===== config.mk =====
export PLATFORM = sky130hd
export DESIGN_NAME = ctrl_arbitro_contador
export DESIGN_NICKNAME = d
export VERILOG_FILES = /design/src/rtl/ctrl_contador_pkg.sv /design/src/rtl/arb_sel_2.sv /design/src/rtl/ctrl_arbitro_contador.sv
export SDC_FILE = /design/constraint.sdc
export NUM_CORES = 1
export LEC_CHECK = 0
export ABC_AREA = 0
export CORE_UTILIZATION = 46
export CTS_CLUSTER_SIZE = 28
export DETAILED_ROUTE_END_ITERATION = 6
export GPL_ROUTABILITY_DRIVEN = 0
export GPL_TIMING_DRIVEN = 0
export PLACE_DENSITY = 0.82
export SETUP_SLACK_MARGIN = 0.5
export SLEW_MARGIN = 20
export SYNTH_ARGS = -nofsm -noshare
export SYNTH_HDL_FRONTEND = slang
export SYNTH_SLANG_ARGS = --single-unit
export TNS_END_PERCENT = 30

===== constraint.sdc =====
create_clock -name Clk -period 2.1 [get_ports Clk]
set_input_delay 0.315 -clock Clk [delete_from_list [all_inputs] [get_ports Clk]]
set_output_delay 0.315 -clock Clk [all_outputs]
set_load 0.05 [all_outputs]

===== src/rtl/ctrl_contador_pkg.sv =====
// ctrl_contador_pkg: state encodings and counter control codes shared by the arbiter files.
package ctrl_contador_pkg;
  typedef enum logic [1:0] {
    ST_IDLE = 2'd0,
    ST_RUN  = 2'd1,
    ST_DONE = 2'd2
  } state_t;
  localparam logic [1:0] X_HOLD = 2'b00;
  localparam logic [1:0] X_UP   = 2'b01;
  localparam logic [1:0] X_DOWN = 2'b10;
endpackage


===== src/rtl/arb_sel_2.sv =====
// arb_sel_2: two-requester winner select; round-robin on last under ARB_ROUND_ROBIN_EN, else fixed priority to 0.
module arb_sel_2 (
  input  logic [1:0] req,
`ifdef ARB_ROUND_ROBIN_EN
  input  logic       last,
`endif
  output logic       win
);
`ifdef ARB_ROUND_ROBIN_EN
  always_comb win = &req ? ~last : req[1];
`else
  always_comb win = ~req[0] & req[1];
`endif
endmodule


===== src/rtl/ctrl_arbitro_contador.sv =====
// ctrl_arbitro_contador: two-requester arbiter driving N up/down steps on a shared 2-bit counter.
// ARB_ROUND_ROBIN_EN selects round-robin arbitration; default build is fixed priority to requester 0.
module ctrl_arbitro_contador
  import ctrl_contador_pkg::*;
#(
  parameter int STEP_W = 4
) (
  input  logic              Clk,
  input  logic              Rst,
  input  logic [1:0]        Req,
  input  logic              Dir0,
  input  logic              Dir1,
  input  logic [STEP_W-1:0] Pasos0,
  input  logic [STEP_W-1:0] Pasos1,
  output logic [1:0]        Gnt,
  output logic [1:0]        Done,
  output logic              Busy,
  output logic [1:0]        X,
  output logic              En
);
  state_t state, state_n;
  logic [1:0] gnt;
  logic dir_r, win, win_dir, abort;
  logic [STEP_W-1:0] rem, win_pasos;
`ifdef ARB_ROUND_ROBIN_EN
  logic last;
  arb_sel_2 u_sel (.req(Req), .last(last), .win(win));
`else
  arb_sel_2 u_sel (.req(Req), .win(win));
`endif
  assign win_dir   = win ? Dir1 : Dir0;
  assign win_pasos = win ? Pasos1 : Pasos0;
  // only the granted requester's Req is watched once the run has started
  assign abort = (state == ST_RUN) && ((Req & gnt) == 2'b00);
  always_ff @(posedge Clk)
    state <= Rst ? ST_IDLE : state_n;
  always_comb
    state_n = state == ST_IDLE ? (|Req ? (win_pasos == '0 ? ST_DONE : ST_RUN) : ST_IDLE)
            : state == ST_RUN  ? (abort ? ST_IDLE : (rem == STEP_W'(1) ? ST_DONE : ST_RUN))
            : ST_IDLE;
  always_ff @(posedge Clk)
    if (Rst) begin
      gnt   <= '0;
      rem   <= '0;
      dir_r <= 1'b0;
`ifdef ARB_ROUND_ROBIN_EN
      last  <= 1'b1;
`endif
    end else if (state == ST_IDLE && |Req) begin
      gnt   <= win ? 2'b10 : 2'b01;
      rem   <= win_pasos;
      dir_r <= win_dir;
    end else if (abort || state == ST_DONE) begin
      gnt   <= '0;
`ifdef ARB_ROUND_ROBIN_EN
      last  <= gnt[1];
`endif
    end else if (state == ST_RUN) begin
      rem   <= rem - STEP_W'(1);
    end
  always_comb begin
    Gnt  = gnt;
    Busy = state != ST_IDLE;
    En   = state == ST_RUN;
    X    = state == ST_RUN ? (dir_r ? X_UP : X_DOWN) : X_HOLD;
    Done = state == ST_DONE ? gnt : 2'b00;
  end
endmodule


# After elaboration in Yosys (flattened, before gate mapping)
# Index checks and enable logic that the tools add are counted.
# Widths: inputs -> output; s select.
dict set report totals {
  reg_bits 9
  latchBits 0
  ram_bits 0
  romBits 0
  inputBits 14
  out_inout_bits 8
  elab_cells 40
  n_memories 0
}
dict set report op_classes {
  n_addsub 1
  n_mul 0
  div 0
  order_cmp 0
  n_eq_ne 4
  shift 0
  n_mux 17
  n_bitwise 3
  reduce_logical 11
}
# cell n
set op_table {}
lappend op_table {{$mux 2} 12}
lappend op_table {{$mux 4} 4}
lappend op_table {{$reduce_bool 2->1} 3}
lappend op_table {{$eq 4x1->1 const B} 1}
lappend op_table {{$logic_not 2->1} 2}
lappend op_table {{$logic_not 4->1} 1}
lappend op_table {{$sub 4x1->4 const B} 1}
lappend op_table {{$and 2x2->2} 1}
lappend op_table {{$eq 2x1->1 const B} 1}
lappend op_table {{$eq 2x2->1 const B} 1}
lappend op_table {{$logic_and 1x1->1} 2}
lappend op_table {{$ne 2x2->1 const B} 1}
lappend op_table {{$reduce_and 2->1} 1}
lappend op_table {{$reduce_or 2->1} 1}
lappend op_table {{$and 1x1->1} 1}
lappend op_table {{$logic_or 1x1->1} 1}
lappend op_table {{$mux 1} 1}
lappend op_table {{$not 1->1} 1}

# Longest topological paths before layout
# Gate-level depths: netlist of the first run.
dict set report depth {
  ltp_word 7
  depth_mapped 5
  mapped_depth_nobuf 5
}

# By module
# A second synthesis of the first run with hierarchy kept.
dict set report unflattened {
  hier_cells 72
  hier_area_um2 628.1
}
# module instances cells_each area_each_um2 seq_area_each_um2
set modules_own_cells {}
lappend modules_own_cells {ctrl_arbitro_contador 1 71 614.3 180.2}
lappend modules_own_cells {arb_sel_2 1 1 13.8 0.0}

# Worst setup path before layout of the first run
# OpenSTA, ideal clock, no wires.
dict set report synth_timing {
  path_type {register to output}
  startpoint {register state[0]}
  endpoint {output X[1]}
  arrival_time_ns 1.572
  required_time_ns 1.785
  slack_ns 0.213
  path_stages_with_launch 3
  n_path_buf 0
  cell_sequence {dfxtp_1 > inv_1 > nor3_1}
}
dict set report synth_via {
  elab_chain_len 2
}
# element line
set synth_lines {}
lappend synth_lines {{start: declaration} ctrl_arbitro_contador.sv:21} ;# state_t state, state_n;
lappend synth_lines {{start signal: assignment} ctrl_arbitro_contador.sv:36} ;# state <= Rst ? ST_IDLE : state_n;
lappend synth_lines {{$eq 2x1->1} ctrl_arbitro_contador.sv:65} ;# X = state == ST_RUN ? (dir_r ? X_UP : X_DOWN) : X_HOLD;
lappend synth_lines {{$mux 2} ctrl_arbitro_contador.sv:65}
lappend synth_lines {{end: declaration} ctrl_arbitro_contador.sv:18} ;# output logic [1:0] X,
# Every way passes these cells.

# Final worst setup path of the first run
dict set report layout_timing {
  startpoint {register state[0]}
  endpoint {output Done[0]}
}
dict set report layout_via {
  elab_chain_len 2
}
# element line
set layout_lines {}
lappend layout_lines {{$eq 2x2->1} ctrl_arbitro_contador.sv:66} ;# Done = state == ST_DONE ? gnt : 2'b00;
lappend layout_lines {{$mux 2} ctrl_arbitro_contador.sv:66}
lappend layout_lines {{end: declaration} ctrl_arbitro_contador.sv:16} ;# output logic [1:0] Done,
# Every way passes these cells.

==> run summary, run 1 <==
In this run the worst setup path terminates at Done[0]. When the netlist entered floorplanning its net count stood at between 90 and 100. The run finished with clean final reports. The clock tree buffer depth is 2.

In the final routed layout, each cell accounts on average for roughly 13 um. For this design the ratio of total power to cell area is between 600 and 700 mW/mm^2. The origin of the worst min-delay path is Req[0]. The worst setup path is of the reg -> out kind. Across all register-to-register paths, the minimum setup slack is 0.64 ns. The tree is rooted in a sky130_fd_sc_hd__clkbuf_4. The worst hold path cell count is 4. The worst flop-to-flop path startpoint is state[0]$_SDFF_PP0_. The top achievable clock speed came out at about 580 MHz. After synthesis, the mean cell area works out to 7.90 sq um. For the final routed database, the setup TNS stands at 0 ns.

The number of violations reported at the end of detailed-routing iteration 0 came out at 12. The number of input and output port buffers inserted is 19. STA classifies the critical path startpoint as a register.

The area inside the core boundary is around 0.0012 sq mm. The worst relative slew slack came out at 0.666. The worst register-to-register path ends at rem[2]$_SDFFE_PP0P_. The maximum cell stage delay along the critical path came out at roughly 0.52 ns.

Synthesis inferred 9 register bits. The number of buffers inserted by post-CTS setup repair came out at 0. The via total after detailed routing came out at about 650.

Row generation in the floorplan step produced 12 rows. The number of remaining DRC errors is 0. The area of the die is between 0.001 and 0.0015 sq mm.

The cell family contributing the most delay on the critical path is buffers and inverters. The post-synthesis to final-layout area growth is 37.7%. The required time reported for the critical path endpoint is roughly 1.8 ns. The peak ir drop on the vdd network came out at 0.440 mV. The area of the mapped netlist is 608 sq um.

Traced cell by cell, the critical path runs through inv_1, and3_1, dlygate4sd2_1. The count of inserted antenna diode cells came out at 0. The fraction of layout cells with a size suffix above 1 came out at 0.160. The final standard cell count with taps included and fillers excluded is roughly 110. The number of filler instances in the final layout is between 100 and 150. Among all flip-flop cells after synthesis, the most frequent one is sky130_fd_sc_hd__dfxtp_1.

The wire-length estimate of the detail-placed layout is roughly 1.1 mm. The global-route usage over all layers is 0.224. The clock net in this run drives a total of 9 sinks. Of the available clock period, the critical path in the final layout requires 0.823.

The number of hold-slack violations in the final timing report is 0. The highest fanout seen on the critical path came out at 5. The share of flip-flops with an asynchronous set or reset came out at 0.

The starting density of the core is 0.519. Tracing the worst setup path back leads to its startpoint at state[0]$_SDFF_PP0_. At the end of the flow, the number of nets in the layout was 117. The total iterations of the first detailed-routing run came out at 4. The footprint of the multi-input gates came out at about 400 sq um.

After clock tree synthesis, the clock-pin slew on the worst setup and hold paths is ~0.070 ns. The post-placement cell count is between 100 and 150. The fraction of post-synthesis cell area in the top cell type by area came out at 0.296. The worst hold-check path type is in -> reg. In the final layout, flip-flops and latches occupy 183 sq um. The routed wire length came out at around 1.5 mm. The initial antenna violation count came out at 0.

For this design the static power due to leakage is roughly 0.36 nW. The detail-routed via count per cell came out at roughly 5.7. The die width came out at 38.4 um.

The depth of the CTS H-tree is 1. The distinct cell type count after synthesis is 32. The post-route clock skew is between 0.003 and 0.004 ns. The post-layout total power came out at 0.516 mW. Summed over all instances, the cell type with the most area after synthesis is sky130_fd_sc_hd__dfxtp_1. The remaining global-route overflow came out at 0.

The minimum period implied by the final worst setup slack is between 1.5 and 2 ns. For the pin with the worst max-slew slack, the measured transition is 0.500 ns. Data on the critical path arrives at its endpoint at approximately 1.4 ns.

Of the synthesized area, sequential elements account for 0.296. The number of nets with antenna violations after detailed routing is 0. Setup repair after global routing could not meet its margin everywhere. The number of global-route vias before repair is between 500 and 600. In this run, CTS created clock tree buffers numbering 3. The worst register-to-register path has a depth of 5. The wire length of the first global-routing pass came out at 2.22 mm. The final setup violation count is 0. The clock insertion delay at the later pin of the skew report is between 0.2 and 0.3 ns. Synthesis produced 77 cells. The buffers plus inverters on the worst setup path came out at 2. The largest net degree at the start of global routing came out at 11. Ranked by total cell area, the synthesized netlist is headed by sky130_fd_sc_hd__dfxtp_1 30%, sky130_fd_sc_hd__a21oi_1 5.8%, sky130_fd_sc_hd__nor2_1 4.3%, sky130_fd_sc_hd__a22o_1 4.3%, sky130_fd_sc_hd__ha_1 4.1%. The number of enable-type register cells in the synthesized netlist is 0. The depth of the critical timing path with buffers and inverters included came out at 3. The height of the die is approximately 38 um. Max-cap violations in this run came to 0.

TritonCTS built the clock tree. The slowest stage of the critical path belongs to the cell sky130_fd_sc_hd__dlygate4sd2_1. Yosys printed 0 warnings. Once layout is complete, the utilization of the core stands at 0.715. The boundary pin count is 22.

The worst setup path is captured at an output pin. The count of pins over their slew limit came out at 0.
==> how the worst min path moves through the flow <==
| stage | to | slack [ns] |
|---|---|---|
| 2_1_floorplan | dir_r$_SDFFE_PP0P_ | 0.50 |
| 5_1_grt | Gnt[1]$_SDFFE_PP0P_ | 0.47 |
| 3_3_place_gp | dir_r$_SDFFE_PP0P_ | 0.52 |
| 3_5_place_dp | dir_r$_SDFFE_PP0P_ | 0.53 |
| 4_1_cts | Gnt[1]$_SDFFE_PP0P_ | 0.44 |
| 6_report | Gnt[1]$_SDFFE_PP0P_ | 0.44 |
==> area by class of cell <==
class | count | share of cell area
flip-flops and latches | 9 | 0.218
well taps | 14 | 0.0209
clock buffers | 4 | 0.0314
repair buffers | 19 | 0.212
inverters | 6 | 0.0269
plain buffers | 3 | 0.0239
multi-input cells | 59 | 0.466
==> stage by stage <==
stage | setup WS [ns] | hold WS [ns] | area, sq um
after floorplan | 0.318 | 0.497 | 613
after global placement | 0.186 | 0.520 | 821
after detailed placement | 0.180 | 0.526 | 821
after CTS | 0.274 | 0.438 | 840
after global routing | 0.290 | 0.465 | 837
final | 0.371 | 0.440 | 837
==> metal layers <==
metal | track usage | routed length (um)
met5 | 0 | 0
met4 | 0.103 | 14
met3 | 0.0523 | 63
met2 | 0.322 | 630
met1 | 0.311 | 742
==> tightest hold or removal path: cells and delay by family <==
kind	cells	cell delay, ns
AO/OA/AOI/OAI	2	0.16
buffers and inverters	2	0.18
==> synthesized netlist by cell type (2+ instances only) <==
| cell type | instances |
|---|---|
| sky130_fd_sc_hd__a22o_1 | 3 |
| sky130_fd_sc_hd__inv_1 | 6 |
| sky130_fd_sc_hd__a22oi_1 | 2 |
| sky130_fd_sc_hd__ha_1 | 2 |
| sky130_fd_sc_hd__a21oi_1 | 7 |
| sky130_fd_sc_hd__and3_1 | 3 |
| sky130_fd_sc_hd__a32oi_1 | 2 |
| sky130_fd_sc_hd__o21ai_0 | 2 |
| sky130_fd_sc_hd__o22ai_1 | 4 |
| sky130_fd_sc_hd__nor3_1 | 2 |
| sky130_fd_sc_hd__nand2_1 | 4 |
| sky130_fd_sc_hd__dfxtp_1 | 9 |
| sky130_fd_sc_hd__nor2_1 | 7 |
| sky130_fd_sc_hd__nand2b_1 | 2 |
| sky130_fd_sc_hd__nor4_1 | 3 |
| sky130_fd_sc_hd__nand3_1 | 3 |
==> state kept, by name, summed over array words and instances, names as in the netlist <==
name,count
Gnt,2
dir_r,1
rem,4
state,2
==> where the power goes <==
group	switching, mW	total, mW	internal (mW)	leakage (nW)
Sequential	0.0205	0.207	0.186	0.0751
Combinational	0.0965	0.168	0.0718	0.273
Clock	0.0676	0.141	0.0735	0.0150
==> cell families after synthesis <==
kind of cell	after synthesis	synth area share
buf+inv	9	0.0699
simple gates	31	0.286
flops	9	0.296
compound gates	25	0.290
mux	1	0.0165
fa+ha+maj	2	0.0411
==> layout by cell type, fill, tap and decap left out, drive strengths merged <==
cell type      count
buf                3
a2111oi            1
nor2b              2
nand2              4
a211oi             1
a32oi              2
nor4               3
nor3               2
o21ai              2
and3               3
a22o               3
o22ai              4
clkbuf             7
a22oi              2
dlygate4sd2        3
o31a               1
inv                6
nand2b             2
nand3              3
o211ai             1
nor2               8
a21oi              7
dfxtp              9
a211o              1
dlymetal6s2s       1
clkdlybuf4s15      1
and2               2
clkdlybuf4s50     11
or3b               1
mux2i              1
and2b              1
ha                 2
==> timing repair <==
item,4_1_cts,5_1_grt
endpoints found under the setup margin,8,7
hold buffers,0,0
gates cloned,0,0
gates resized for setup,15,7
hold endpoints to repair,0,0
(Power assumes the default switching activity.)
==> inputs of run 2 (changes only) <==
CORE_UTILIZATION = 42   (was 46)
PLACE_DENSITY = 0.76   (was 0.82)
clock period = 1.8 ns   (was 2.1 ns; I/O delays follow)
==> run 2 against run 1 <==
Total power rose by 22%. Die area rose by 9.0%. Count of clock-buffer cells in the layout did not move. Sequential power rose by 15%. Worst hold slack got worse by 0.059 ns. Flip-flop and latch count did not move. Sequential share of layout area fell by 0.74 points. Utilization fell by 3.0 points. Non-clock buffer count rose by 4. Via count rose by 6.0%. Critical path type unchanged. Largest power group unchanged.
==> run summary, run 2 (synthesis results as in run 1) <==
The starting density of the core was 0.462 (was 0.519). The net switching fraction of the power is 0.353 (was 0.358). The number of violations reported at the end of detailed-routing iteration 0 is 33 (was 12). The count of clock tree sinks is 9 (unchanged). The boundary pin count was 22 (unchanged).

The height of the die is 40.1 um (was 38.4 um). The final standard cell count with taps included and fillers excluded came out at 119 (was 114). The number of filler instances in the final layout came to 116 (was 105). The sequential power share is 0.379 (was 0.401). The post-route clock skew is 0.00672 ns (was 0.00361 ns). The routed wire length came out at 1.50 mm (was 1.45 mm).

The clock tree buffer depth came out at 2 (unchanged). The initial antenna violation count came out at 0 (unchanged). The highest fanout seen on the critical path is 4 (was 5). The count of pins over their slew limit is 0 (unchanged). The post-placement cell count came to 111 (was 110). The total clock buffers created by CTS came out at 3 (unchanged). The clock power share came out at 0.260 (was 0.273). The type of the worst setup path is reg -> out (unchanged). The number of global-route vias before repair came out at 574 (was 514). The total iterations of the first detailed-routing run is 4 (unchanged).

The number of nets with antenna violations after detailed routing is 0 (unchanged). The endpoint arrival time on the critical path is 1.10 ns (was 1.41 ns). The category of the worst setup path launch point is a register (unchanged). The fraction of layout cells with a size suffix above 1 was 0.288 (was 0.160). The required time reported for the critical path endpoint came to 1.53 ns (was 1.78 ns). The number of remaining DRC errors came to 0 (unchanged). The minimum period implied by the final worst setup slack is 1.37 ns. The half-perimeter wire length after placement came out at 1.17 mm (was 1.10 mm).

The switching component of the power came out at 0.222 mW (was 0.185 mW). Run status: finished, final reports clean (unchanged). The area of the die came out at 0.00160 sq mm (was 0.00147 sq mm). The number of hold-slack violations in the final timing report was 0 (unchanged). The post-route fraction of the period consumed by the critical path came out at 0.759. The post-synthesis to final-layout area growth is 48.4% (was 37.7%). The worst relative slew slack came out at 0.713 (was 0.666). The total number of nets in the final design is 121 (was 117). The detail-routed via count per cell came out at 5.82 (was 5.74). The final total negative setup slack is 0 ns (unchanged). The global-route usage over all layers came to 0.212 (was 0.224). The peak ir drop on the vdd network is 0.343 mV (was 0.440 mV). Unrepaired setup endpoints after global routing: yes (unchanged).

The average wire length per cell after detail routing came to 12.6 um (was 12.7 um). The number of flip-flops in the largest register is 4 (unchanged). The cell internal power dissipation is 0.408 mW (was 0.332 mW). The via total after detailed routing is 693 (was 654). The power density over cell area came out at 698 mW/mm^2 (was 617 mW/mm^2). The worst hold margin is 0.380 ns (was 0.440 ns).

The register name with the most flops is rem (unchanged). The max capacitance violation total came out at 0 (unchanged). The final setup violation count is 0 (unchanged). The number of rows created at floorplan came out at 13 (was 12). The leakage power total came to 0.369 nW (was 0.363 nW).

The part of the power in combinational logic came out at 0.361 (was 0.326). The largest net degree at the start of global routing is 11 (unchanged). The CTS clock-pin slew for the worst setup and hold paths came out at 0.07 ns (about the same).

The transition at the pin with the smallest max-transition slack is 0.426 ns (was 0.500 ns). The number of input and output port buffers inserted came to 19 (unchanged). The CTS tree was built (unchanged). The wire length of the first global-routing pass is 2.27 mm (was 2.22 mm).

The post-layout total power came out at 0.630 mW (was 0.516 mW). The die width came out at 40.1 um (was 38.4 um). The kind of end point of the critical path is an output pin (unchanged). The most common cell after layout, fill and taps aside is sky130_fd_sc_hd__clkdlybuf4s50_1 (unchanged). The top achievable clock speed is 732 MHz. The clock insertion delay at the later pin of the skew report came out at 0.27 ns (about the same). Commonest non-fill, non-tap cells in the layout: 11 x sky130_fd_sc_hd__clkdlybuf4s50_1, 7 x sky130_fd_sc_hd__a21oi_1, 6 x sky130_fd_sc_hd__nor2_1, 6 x sky130_fd_sc_hd__buf_4 (was 11 x sky130_fd_sc_hd__clkdlybuf4s50_1, 7 x sky130_fd_sc_hd__dfxtp_1, 7 x sky130_fd_sc_hd__a21oi_1, 7 x sky130_fd_sc_hd__nor2_1, 6 x sky130_fd_sc_hd__inv_1). The area inside the core boundary was 0.00132 sq mm (was 0.00117 sq mm).

The worst hold-check path type is in -> reg (unchanged). The remaining global-route overflow is 0 (unchanged). The clock tree root driver cell was sky130_fd_sc_hd__clkbuf_4 (unchanged). The count of inserted antenna diode cells came to 0 (unchanged). The depth of the CTS H-tree came to 1 (unchanged).
run 2: cell types whose count changed in the layout (fill, tap and decap cells not counted), moves of 2 or more:
cell,before,now
sky130_fd_sc_hd__buf_4,0,6
sky130_fd_sc_hd__buf_6,1,3
sky130_fd_sc_hd__dfxtp_1,7,5
sky130_fd_sc_hd__dfxtp_4,0,2
sky130_fd_sc_hd__dlygate4sd2_1,3,0
run 2: critical path: stages, from the launching register on:
cell and delay [ns]:
sky130_fd_sc_hd__dfxtp_4 0.37, sky130_fd_sc_hd__nor2b_4 0.17, sky130_fd_sc_hd__and2_4 0.16, sky130_fd_sc_hd__buf_8 0.13
run 2: per-stage QoR:
stage,area (sq um),utilization,setup slack (ns)
after global routing,902,0.685,0.386
after detailed placement,851,0.646,0.0231
after CTS,900,0.683,0.392
after floorplan,642,-,0.233
after global placement,851,0.646,0.0307
final,902,0.685,0.434
run 2: repair_timing:
item,CTS,global route
gates resized for setup,43,3
setup buffers,4,0
pin swaps,1,0
hold buffers,0,0
endpoints found under the setup margin,9,13
run 2: path summary, 6_finish.rpt:
check | startpoint | end | slack (ns) | cells past startpoint
setup / recovery | state[0]$_SDFF_PP0_ | X[0] | 0.43 | 3
hold / removal | Req[0] | Gnt[1]$_SDFFE_PP0P_ | 0.38 | 4
setup reg to reg | Gnt[0]$_SDFFE_PP0P_ | rem[2]$_SDFFE_PP0P_ | 0.49 | 4
hold reg to reg | Gnt[1]$_SDFFE_PP0P_ | Gnt[1]$_SDFFE_PP0P_ | 0.52 | 2
run 2: layout make-up:
class	count	area (sq um)	area share
Inverter	6	26.3	0.0291
Multi-Input combinational cell	59	405	0.449
Buffer	3	21.3	0.0236
Clock buffer	4	26.3	0.0291
Timing Repair Buffer	23	214	0.237
Tap cell	15	18.8	0.0208
Sequential cell	9	190	0.211
run 2: layer usage:
metal / vias up / share of wire / GRT usage
li1: 341 / - / -
met1: 306 / 0.44 / 0.263
met2: 41 / 0.45 / 0.347
met3: 5 / 0.089 / 0.0389
met4: 0 / 0.021 / 0.103
met5: - / 0 / 0
run 2: power groups by stage:
stage / combinational (mW) / clock [mW] / sequential (mW)
2_1_floorplan: 0.133 / 0 / 0.250
5_1_grt: 0.244 / 0.172 / 0.241
4_1_cts: 0.224 / 0.165 / 0.239
3_3_place_gp: 0.208 / 0 / 0.244
3_5_place_dp: 0.211 / 0 / 0.244
6_report: 0.227 / 0.164 / 0.239
==> inputs of run 3 (changes only) <==
clock period = 1.3 ns   (was 1.8 ns; I/O delays follow)
==> run 3 against run 2 <==
The flow now finishes with violations (negative setup slack). Design area grew 12%. Combinational power increased by 63%. First-iteration DRC count fell by 27%. Critical path depth increased by 3. Total power rose by 51%. Die area unchanged.
==> run summary, run 3 (synthesis results as in run 1) <==
Run status: complete, but fails checks (was finished, final reports clean). The final reports fail on negative setup slack. The highest fanout seen on the critical path is 6 (was 4). The net switching fraction of the power is 0.374 (was 0.353). The detail-routed via count per cell came to 5.85 (was 5.82). The register name with the most flops was rem (unchanged). The number of nets with antenna violations after detailed routing is 0 (unchanged).

The dominant cell type by count on the critical path is sky130_fd_sc_hd__buf_4. The worst hold-check path type is in -> reg (unchanged). The peak ir drop on the vdd network came to 0.540 mV (was 0.343 mV).

The max capacitance violation total came out at 0 (unchanged). The half-perimeter wire length after placement came out at 1.18 mm (was 1.17 mm). The boundary pin count is 22 (unchanged). The largest net degree at the start of global routing came out at 11 (unchanged). The count of clock tree sinks came out at 9 (unchanged). The starting density of the core came out at 0.462 (unchanged).

The count of pins over their slew limit is 0 (unchanged). The total number of nets in the final design is 127 (was 121). The type of the worst setup path is reg -> reg (was reg -> out). The area inside the core boundary is 0.00132 sq mm (unchanged). The sequential power share came out at 0.351 (was 0.379).

The routed wire length came out at 1.86 mm (was 1.50 mm). The remaining global-route overflow came out at 0 (unchanged). The wire length of the first global-routing pass is 2.76 mm (was 2.27 mm). The top achievable clock speed is 741 MHz.

The maximum cell stage delay along the critical path is 0.38 ns (was 0.37 ns). The kind of end point of the critical path is a register (was output pin). The endpoint of the lowest-slack register-to-register path is rem[2]$_SDFFE_PP0P_ (unchanged). The final setup violation count was 4 (was 0). The number of remaining DRC errors came out at 0 (unchanged).

The clock insertion delay at the later pin of the skew report came to 0.27 ns (about the same). The switching component of the power came to 0.355 mW (was 0.222 mW). The post-layout total power is 0.949 mW (was 0.630 mW). The number of violations reported at the end of detailed-routing iteration 0 was 24 (was 33). The CTS tree is built (unchanged). The required time reported for the critical path endpoint came out at 1.52 ns (was 1.53 ns). The most common cell after layout, fill and taps aside is sky130_fd_sc_hd__buf_4 (was sky130_fd_sc_hd__clkdlybuf4s50_1). The category of the worst setup path launch point is a register (unchanged). Cell-by-cell trace of the critical path: nor2_4, clkinvlp_4, buf_4, buf_4, nor3_1, or3b_1 (was nor2b_4, and2_4, buf_8). The number of buffers inserted by hold repair at cts is 0 (unchanged). The number of flip-flops in the largest register is 4 (unchanged).

The worst flop-to-flop path startpoint is state[1]$_SDFF_PP0_ (was Gnt[0]$_SDFFE_PP0P_). The worst reg-to-reg setup slack came out at -0.05 ns (was 0.49 ns). The pre-CTS worst setup slack is -0.397 ns (was 0.0231 ns). The total iterations of the first detailed-routing run came out at 4 (unchanged). Commonest non-fill, non-tap cells in the layout: 10 x sky130_fd_sc_hd__buf_4, 7 x sky130_fd_sc_hd__a21oi_1, 6 x sky130_fd_sc_hd__nor2_1, 6 x sky130_fd_sc_hd__clkdlybuf4s50_1 (was 11 x sky130_fd_sc_hd__clkdlybuf4s50_1, 7 x sky130_fd_sc_hd__a21oi_1, 6 x sky130_fd_sc_hd__nor2_1, 6 x sky130_fd_sc_hd__buf_4). The final worst setup slack came to -0.0492 ns (was 0.434 ns).

The height of the die came out at 40.1 um (unchanged). The minimum period implied by the final worst setup slack is between 1 and 1.5 ns. The via total after detailed routing was 731 (was 693).

The cell internal power dissipation is 0.594 mW (was 0.408 mW). The cell depth of the worst flop-to-flop path was 6 (was 4). The global-route usage over all layers is 0.262 (was 0.212). The die width came out at 40.1 um (unchanged). In the finished design, the share of the clock period the worst path needs comes to 1.04. The origin of the worst min-delay path is Req[0] (unchanged). The cell at the slowest stage of the critical path is sky130_fd_sc_hd__dfxtp_4 (unchanged).

The worst-case hold path end point is Gnt[1]$_SDFFE_PP0P_ (unchanged). The leakage power total is 0.422 nW (was 0.369 nW). The depth of the CTS H-tree is 1 (unchanged). Unrepaired setup endpoints after global routing: yes (unchanged).

The CTS clock-pin slew for the worst setup and hold paths is 0.08 ns (was 0.07 ns). The number of hold-slack violations in the final timing report came out at 0 (unchanged). The clock power share came out at 0.258 (was 0.260). The post-route clock skew is 0.00695 ns (was 0.00672 ns). The post-synthesis to final-layout area growth came to 66.0% (was 48.4%).

The fraction of layout cells with a size suffix above 1 came to 0.355 (was 0.288). The clock tree buffer depth came out at 2 (unchanged). The average wire length per cell after detail routing is 14.9 um (was 12.6 um).

The initial antenna violation count is 0 (unchanged). The area of the die was 0.00160 sq mm (unchanged). The part of the power in combinational logic came out at 0.391 (was 0.361).

The clock tree root driver cell is sky130_fd_sc_hd__clkbuf_4 (unchanged). The power density over cell area came out at 940 mW/mm^2 (was 698 mW/mm^2). The number of input and output port buffers inserted came out at 19 (unchanged). The count of inserted antenna diode cells came out at 0 (unchanged).

The total clock buffers created by CTS came out at 3 (unchanged). The endpoint arrival time on the critical path came out at 1.57 ns (was 1.10 ns). The number of rows created at floorplan came out at 13 (unchanged). The transition at the pin with the smallest max-transition slack came out at 0.205 ns (was 0.426 ns). The worst hold path cell count came out at 4 (unchanged).

The number of global-route vias before repair came out at 662 (was 574). The worst relative slew slack is 0.859 (was 0.713).
run 3: cell types whose count changed in the layout (fill, tap and decap cells not counted), moves of 2 or more:
cell,change
sky130_fd_sc_hd__dfxtp_4,+2
sky130_fd_sc_hd__buf_8,+3
sky130_fd_sc_hd__buf_6,+2
sky130_fd_sc_hd__o21ai_0,-2
sky130_fd_sc_hd__dlygate4sd2_1,+5
sky130_fd_sc_hd__buf_4,+4
sky130_fd_sc_hd__dfxtp_2,-2
sky130_fd_sc_hd__clkdlybuf4s50_1,-5
run 3: cell type report:
class                      instances  area (sq um)
buffer                             3          21.3
multi-input combinational         59           438
timing repair buffer              29           284
tap                               15          18.8
sequential                         9           195
inverter                           6          26.3
fill                             105           308
clock buffer                       4          26.3
run 3: timing repair:
item | CTS | global route
buffers inserted | 7 | 3
resized for setup | 66 | 8
setup endpoints to repair | 17 | 17
pin swaps | 6 | 8
run 3: how the worst max path moves through the flow:
stage	cells after the start	to	slack [ns]	startpoint
5_1_grt	5	rem[2]$_SDFFE_PP0P_	-0.11	state[1]$_SDFF_PP0_
3_3_place_gp	3	Busy	-0.40	state[1]$_SDFF_PP0_
4_1_cts	5	rem[2]$_SDFFE_PP0P_	-0.01	state[1]$_SDFF_PP0_
6_report	6	rem[2]$_SDFFE_PP0P_	-0.05	state[1]$_SDFF_PP0_
2_1_floorplan	5	rem[2]$_SDFFE_PP0P_	-0.27	state[1]$_SDFF_PP0_
3_5_place_dp	3	Busy	-0.40	state[1]$_SDFF_PP0_
run 3: per-layer routing:
metal,vias to the layer above,share of wire,global-route usage
met4,0,0.0086,0.164
met5,-,0,0
li1,353,-,-
met1,335,0.44,0.328
met2,41,0.48,0.407
met3,2,0.070,0.0500
run 3: metrics by stage:
step	instances	hold slack (ns)	setup TNS, ns	utilization	area (sq um)
after floorplan	77	0.416	-0.359	-	644
after global routing	125	0.347	-0.452	0.766	1010
after CTS	122	0.307	-0.0114	0.720	948
after detailed placement	111	0.505	-2.90	0.648	853
final	125	0.310	-0.0974	0.766	1010
after global placement	111	0.517	-2.76	0.648	853
run 3: power by group through the flow:
stage	combinational, mW	clock [mW]	sequential, mW
6_report	0.371	0.245	0.333
5_1_grt	0.395	0.250	0.335
3_5_place_dp	0.294	0	0.339
3_3_place_gp	0.290	0	0.337
2_1_floorplan	0.186	0	0.346
4_1_cts	0.333	0.235	0.332
run 3: worst max-delay path: cells and delay by family, from the launching register on:
family                 cells  cell delay [ns]
buffers and inverters      3             0.46
AND/OR/NAND/NOR            3             0.45
flip-flops                 1             0.38
